### src/rtl/key_step_conditioner.sv
// rtl/key_step_conditioner.sv - debounced push-button step pulse with switch-word capture and press counter (optional AUTO_REPEAT_EN)
module key_step_conditioner #(
    parameter int DEBOUNCE_CYCLES = 1000000,
    parameter int SW_WIDTH        = 16,
    parameter int CNT_WIDTH       = 8,
    parameter int REPEAT_CYCLES   = 25000000
) (
    input  logic                 CLOCK_50,
    input  logic                 rst_n,
    input  logic                 key_n,
    input  logic [SW_WIDTH-1:0]  sw_in,
    output logic                 step_pulse,
    output logic                 pressed,
    output logic [SW_WIDTH-1:0]  sw_latched,
    output logic [CNT_WIDTH-1:0] press_count
);

    localparam int DW = (DEBOUNCE_CYCLES > 1) ? $clog2(DEBOUNCE_CYCLES) : 1;
    localparam logic [DW-1:0] DB_LAST = DW'(DEBOUNCE_CYCLES - 1);

    typedef enum logic [1:0] {
        IDLE         = 2'd0,
        PRESS_WAIT   = 2'd1,
        HELD         = 2'd2,
        RELEASE_WAIT = 2'd3
    } state_t;

    state_t              state_q, state_d;
    logic [DW-1:0]       cnt_q, cnt_d;
    logic [1:0]          key_sync;
    logic [SW_WIDTH-1:0] sw_sync1, sw_s;
    logic                key_s;
    logic                accept;
    logic                repeat_hit;
    logic                pulse_d;
    logic                pressed_d;

    // Synchronisers reset to the released / all-zero values
    always_ff @(posedge CLOCK_50 or negedge rst_n) begin
        if (!rst_n) begin
            key_sync <= 2'b11;
            sw_sync1 <= '0;
            sw_s     <= '0;
        end else begin
            key_sync <= {key_sync[0], key_n};
            sw_sync1 <= sw_in;
            sw_s     <= sw_sync1;
        end
    end

    assign key_s = key_sync[1];

    always_ff @(posedge CLOCK_50 or negedge rst_n) begin
        if (!rst_n) begin
            state_q <= IDLE;
            cnt_q   <= '0;
        end else begin
            state_q <= state_d;
            cnt_q   <= cnt_d;
        end
    end

    always_comb begin
        state_d = state_q;
        cnt_d   = cnt_q;
        case (state_q)
            IDLE: begin
                if (!key_s) state_d = PRESS_WAIT;
            end
            PRESS_WAIT: begin
                if (key_s)                 state_d = IDLE;
                else if (cnt_q == DB_LAST) state_d = HELD;
                else                       cnt_d   = cnt_q + 1'b1;
            end
            HELD: begin
                if (key_s) state_d = RELEASE_WAIT;
            end
            RELEASE_WAIT: begin
                if (!key_s)                state_d = HELD;
                else if (cnt_q == DB_LAST) state_d = IDLE;
                else                       cnt_d   = cnt_q + 1'b1;
            end
            default: state_d = IDLE;
        endcase
        if (state_d != state_q) cnt_d = '0;
    end

`ifdef AUTO_REPEAT_EN
    localparam int RW = (REPEAT_CYCLES > 1) ? $clog2(REPEAT_CYCLES) : 1;
    localparam logic [RW-1:0] REP_LAST = RW'(REPEAT_CYCLES - 1);

    logic [RW-1:0] rep_q, rep_d;

    // Repeat only while the button stays held; leaving HELD restarts the interval
    always_comb begin
        repeat_hit = 1'b0;
        rep_d      = '0;
        if (state_q == HELD && state_d == HELD) begin
            repeat_hit = (rep_q == REP_LAST);
            rep_d      = repeat_hit ? '0 : rep_q + 1'b1;
        end
    end

    always_ff @(posedge CLOCK_50 or negedge rst_n) begin
        if (!rst_n) rep_q <= '0;
        else        rep_q <= rep_d;
    end
`else
    assign repeat_hit = 1'b0;
`endif

    always_comb begin
        accept    = (state_q == PRESS_WAIT) && (state_d == HELD);
        pulse_d   = accept | repeat_hit;
        pressed_d = (state_d == HELD) || (state_d == RELEASE_WAIT);
    end

    always_ff @(posedge CLOCK_50 or negedge rst_n) begin
        if (!rst_n) begin
            step_pulse  <= 1'b0;
            pressed     <= 1'b0;
            sw_latched  <= '0;
            press_count <= '0;
        end else begin
            step_pulse <= pulse_d;
            pressed    <= pressed_d;
            if (pulse_d) begin
                sw_latched  <= sw_s;
                press_count <= press_count + 1'b1;
            end
        end
    end

endmodule

### config.mk
export PLATFORM = sky130hd
export DESIGN_NAME = key_step_conditioner
export DESIGN_NICKNAME = d
export VERILOG_FILES = /design/src/rtl/key_step_conditioner.sv
export SDC_FILE = /design/constraint.sdc
export NUM_CORES = 1
export LEC_CHECK = 0
export ABC_CLOCK_PERIOD_IN_PS = 2500
export BUFFER_PORTS_ARGS = -buffer_cell sky130_fd_sc_hd__buf_2
export CAP_MARGIN = 0
export CORE_MARGIN = 10
export CORE_UTILIZATION = 56
export CTS_CLUSTER_SIZE = 12
export DETAILED_ROUTE_END_ITERATION = 6
export GPL_ROUTABILITY_DRIVEN = 0
export PLACE_DENSITY = 0.89
export SLEW_MARGIN = 20
export SYNTH_ARGS = -nofsm -noshare
export SYNTH_HDL_FRONTEND = slang
export SYNTH_SLANG_ARGS = --single-unit
### constraint.sdc
create_clock -name CLOCK_50 -period 2.5 [get_ports CLOCK_50]
set_clock_uncertainty 0.05 [all_clocks]
set_input_delay 0.5 -clock CLOCK_50 [delete_from_list [all_inputs] [get_ports CLOCK_50]]
set_output_delay 0.5 -clock CLOCK_50 [all_outputs]
set_load 0.02 [all_outputs]
# Yosys cells after proc, flatten, opt, wreduce, memory -nomap -nowiden
# Index checks and enable logic that the tools add are counted.
# classes
addsub,2
mux,12
reduce_logical,5
n_eq_ne,9
# op_table
cell,n
$mux W20,4
$pmux W20 S2,1
$add A20 B1 Y20 const B,1
$eq A20 B20 Y1 const B,1
$mux W2,6
$add A8 B1 Y8 const B,1
$eq A2 B2 Y1 const B,4
$pmux W2 S4,1
$ne A3 B3 Y1 const B,2
$reduce_and A3 Y1,1
$reduce_bool A3 Y1,1
$eq A2 B1 Y1 const B,1
$logic_not A2 Y1,1
$ne A2 B2 Y1,1
$logic_and A1 B1 Y1,1
$logic_or A1 B1 Y1,1
# word_totals
reg_bits,82
out_inout_bits,26
in_bits,19
wordCells,37

# Logic depth before layout (Yosys ltp)
# logic_depth
depth_word,7
mapped_depth,6
mapped_depth_nobuf,4

# Least setup slack after synthesis
# OpenSTA, ideal clock, no wires.
# synth_timing
kind,reg-to-reg
start,reg cnt_q[6]
end,reg press_count[1]
period_less_slack_ps,2054
arrival_ps,1878
required_ps,2325
slack_ps,446
path_stages_with_launch,6
n_path_buf,1
setup_ps,125
cell_sequence,dfrtp_1 > nor4b_4 > nand2_4 > nor4_4 > buf_8 > mux2_4
# synth_via
elab_chain_len,6
elab_cells_between_ends,8
classes_between,eq/ne: 2; mux: 5; reduce/logical: 1
# synth_lines
element,line_no,text
from (decl),29,"logic [DW-1:0] cnt_q, cnt_d;"
from (signal assigned),59,cnt_q <= cnt_d;
$eq A20 B20 Y1 *,"72, 80",
$mux W2 (on tied branches),"80, 72",
$mux W2 (on tied branches),"79, 71",
$pmux W2 S4 *,66,case (state_q)
$eq A2 B2 Y1 *,113,accept = (state_q == PRESS_WAIT) && (state_d == HELD);
$logic_and A1 B1 Y1 *,113,
to (signal assigned),129,press_count <= press_count + 1'b1;
to (decl),15,output logic [CNT_WIDTH-1:0] press_count
# Every way passes the cells marked *; elsewhere a longest branch is shown, timed or not.
# A chain may end at the register's enable or synchronous reset.

# Final worst setup path
# layout_timing
start,reg cnt_q[12]
end,reg sw_latched[1]
# layout_via
elab_chain_len,6
elab_cells_between_ends,8
classes_between,eq/ne: 2; mux: 5; reduce/logical: 1
# layout_lines
element,line_no,text
$eq A20 B20 Y1 *,"72, 80",
$mux W2 (on tied branches),"80, 72",
$mux W2 (on tied branches),"79, 71",
$pmux W2 S4 *,66,
$eq A2 B2 Y1 *,113,
$logic_and A1 B1 Y1 *,113,
to (signal assigned),128,sw_latched <= sw_s;
to (decl),14,"output logic [SW_WIDTH-1:0] sw_latched,"
# Marks and branches as above.

==> flow_summary.json <==
{
  "critPathMaxFanout": 10,
  "synth-edff-count": 0,
  "yosys.area.top_type": "dfrtp_1",
  "final_cell_area_sq_mm": 0.00360,
  "avgSynthCellArea_sq_um": 13.9,
  "synth_nets": 244,
  "ys_warn_count": 0,
  "synth_top_family_by_area": "simple AND/OR/NAND/NOR gates",
  "clock_path_buffers": 2,
  "grt_max_degree": 81,
  "finalSetupViolations": 0,
  "clk_latency_ps": 350,
  "grt_pass1_wl_um": 10300,
  "start_kind": "register",
  "holdCritPathClass": "primary input to register",
  "drt_iter0_drc": 153,
  "status": "completed",
  "irDropWorstVdd_mv": 0.488,
  "vias_per_cell": 5.77,
  "io_buffers": 44,
  "synth_top_flop_cell": "dfrtp_1",
  "path_class": "register to register",
  "die_area_sq_mm": 0.00889,
  "period_needed_ps": 2150,
  "syn-cell-area_sq_mm": 0.00309,
  "cts_sinks": 81,
  "crit_end": "sw_latched[1]$_DFFE_PN0P_",
  "synth_fa_ha_area_share_pct": 0.810,
  "hpwl_um": 4090,
  "r2r-start": "cnt_q[12]$_DFFE_PN0P_",
  "period_share_pct": 86.0,
  "yosysMostFrequentCell": "dfrtp_1",
  "cap_violations": 0,
  "startpoint": "cnt_q[12]$_DFFE_PN0P_",
  "required_ps": 2680,
  "synth_top_cells_by_area": "dfrtp_1, mux2_4, xor2_1",
  "area_delta_synth_final_pct": 16.6,
  "cts_root_buffer": "clkbuf_8",
  "synth.area.mux_share_pct": 7.29,
  "max_freq_mhz": 465,
  "dpl-instance-area_sq_mm": 0.00340,
  "seq_area_sq_mm": 0.00203,
  "antennaDiodeCount": 0,
  "hold_violations": 0,
  "h-tree-depth": 3,
  "cts_tree": "built",
  "r2r_end": "sw_latched[1]$_DFFE_PN0P_",
  "async_flop_share_pct": 100,
  "reg2regPathDepth": 5,
  "cts_resized": 0,
  "p_leak_uw": 0.00172,
  "synthCells": 223,
  "grt_overflow": 0,
  "gr-usage-all-layers_pct": 15.0,
  "nNetsFinal": 298,
  "max-slew-margin-rel_pct": 37.7,
  "end_kind": "register",
  "hold_buffers": 0,
  "final_antenna_net_count": 0,
  "clkTransAtPathRegs_ps": 80,
  "num_rows": 26,
  "synthSimpleGateAreaFrac_pct": 12.9,
  "crit_arrival_ps": 2330,
  "drive_gt1_share_pct": 31.2,
  "whs_ps": 201,
  "dieHeight_um": 94.3,
  "tightest_slew_ps": 935,
  "die_x_um": 94.3,
  "post_cts.repair.setup_buffers": 0,
  "slew_violations": 0,
  "initial_core_util_pct": 59.0,
  "synth_compound_area_share_pct": 7.37,
  "grt_pass1_vias": 2112,
  "ios": 45,
  "rsz0062_at_grt": "no",
  "p_per_area_mw_per_mm2": 654,
  "worst-r2r-setup-slack_ps": 350,
  "antenna_found_initial": 0,
  "wl_um": 6160,
  "synth-seq-area-share_pct": 65.7,
  "fillers": 345,
  "drt_pass1_iterations": 4,
  "drc": 0,
  "fin_setup_tns_ps": 0,
  "synth_top_area_share_pct": 64.0,
  "synth_cell_types": 37,
  "multiInputGateArea_sq_mm": 0.00101,
  "dr_total_vias": 2031,
  "wl_per_cell_um": 17.5,
  "final_util_pct": 68.8,
  "synthTopCellsByCount": "dfrtp_1, xor2_1, a21oi_1",
  "ys_ff_latch": 81,
  "numCtsBuffers": 9,
  "synth_xor_area_share_pct": 4.25,
  "core_area_sq_mm": 0.00524
}
-- stage by stage --
stage	power (uW)	cells	setup slack [ps]
after floorplan	1400	223	446
after global placement	1440	336	529
after detailed placement	1450	336	454
after CTS	2380	352	373
after global routing	2440	352	209
final	2350	352	351
-- how the worst min path moves through the flow --
stage	startpoint	to	slack (ps)	cells past startpoint
2_1_floorplan	rst_n	cnt_q[0]$_DFFE_PN0P_	150	0
5_1_grt	sw_in[12]	sw_sync1[12]$_DFF_PN0_	180	1
3_3_place_gp	sw_sync1[13]$_DFF_PN0_	sw_s[13]$_DFF_PN0_	280	0
3_5_place_dp	sw_sync1[5]$_DFF_PN0_	sw_s[5]$_DFF_PN0_	290	0
4_1_cts	sw_in[10]	sw_sync1[10]$_DFF_PN0_	190	1
6_report	key_n	key_sync[0]$_DFF_PN1_	200	1
-- critical path, cell delays in order, from the launching register on --
cell and delay [ps]:
dfrtp_1 460, nor4bb_1 440, nand4_1 280, nor4_4 220, buf_4 270, mux2_4 320
-- metal layers --
metal	track usage (%)	part of all wire, %	wire length, um
met1	16.7	41	2500
met2	24.6	51	3160
met3	5.92	5.8	356
met4	6.96	2.3	140
met5	0	0	0
-- registers in the layout (all words and copies together) (netlist names) --
signal / count
cnt_q: 20
key_sync: 2
sw_latched: 16
pressed: 1
step_pulse: 1
sw_sync1: 16
state_q: 1
sw_s: 16
press_count: 8
-- report_power, final --
part           internal, uW  switching (uW)
registers              1340            16.2
clock network           491             441
logic                  20.3            42.5
total                  1850             500
-- layout by cell type, fill, tap and decap left out, types with 2 or more instances in the layout --
cell type / count
clkbuf_1: 2
o211ai_1: 2
buf_2: 43
mux2_2: 8
a21oi_1: 11
clkbuf_8: 10
nand4_1: 5
nor2_1: 10
dfrtp_1: 79
xor2_1: 12
and4_1: 4
and2_1: 2
buf_4: 7
ha_1: 2
mux2_4: 9
inv_1: 3
or3_1: 4
clkinv_4: 2
nand3_1: 6
nand2_1: 7
or4_1: 7
and3_1: 2
o2111ai_1: 5
o31ai_1: 8
nor3_1: 7
xnor2_1: 3
dfstp_2: 2
o21ai_0: 7
-- logic make-up (layout without fill, tap and decap cells) --
group	count (synthesis)	in the layout
DFF	81	81
xor gates and xnor gates	15	15
and+or+nand+nor	63	63
muxes	17	17
buffers and inverters	10	69
AOI/OAI and AO/OA	35	35
adders and majority gates	2	2
-- final cells by class --
class,count,share of cell area (%)
clock buffers,12,4.03
clock inverters,4,1.46
inverters,3,0.313
multi-input cells,132,28.0
flip-flops and latches,81,56.4
well taps,70,2.43
repair buffers,50,7.44
Power figures use the tool's default switching activity.
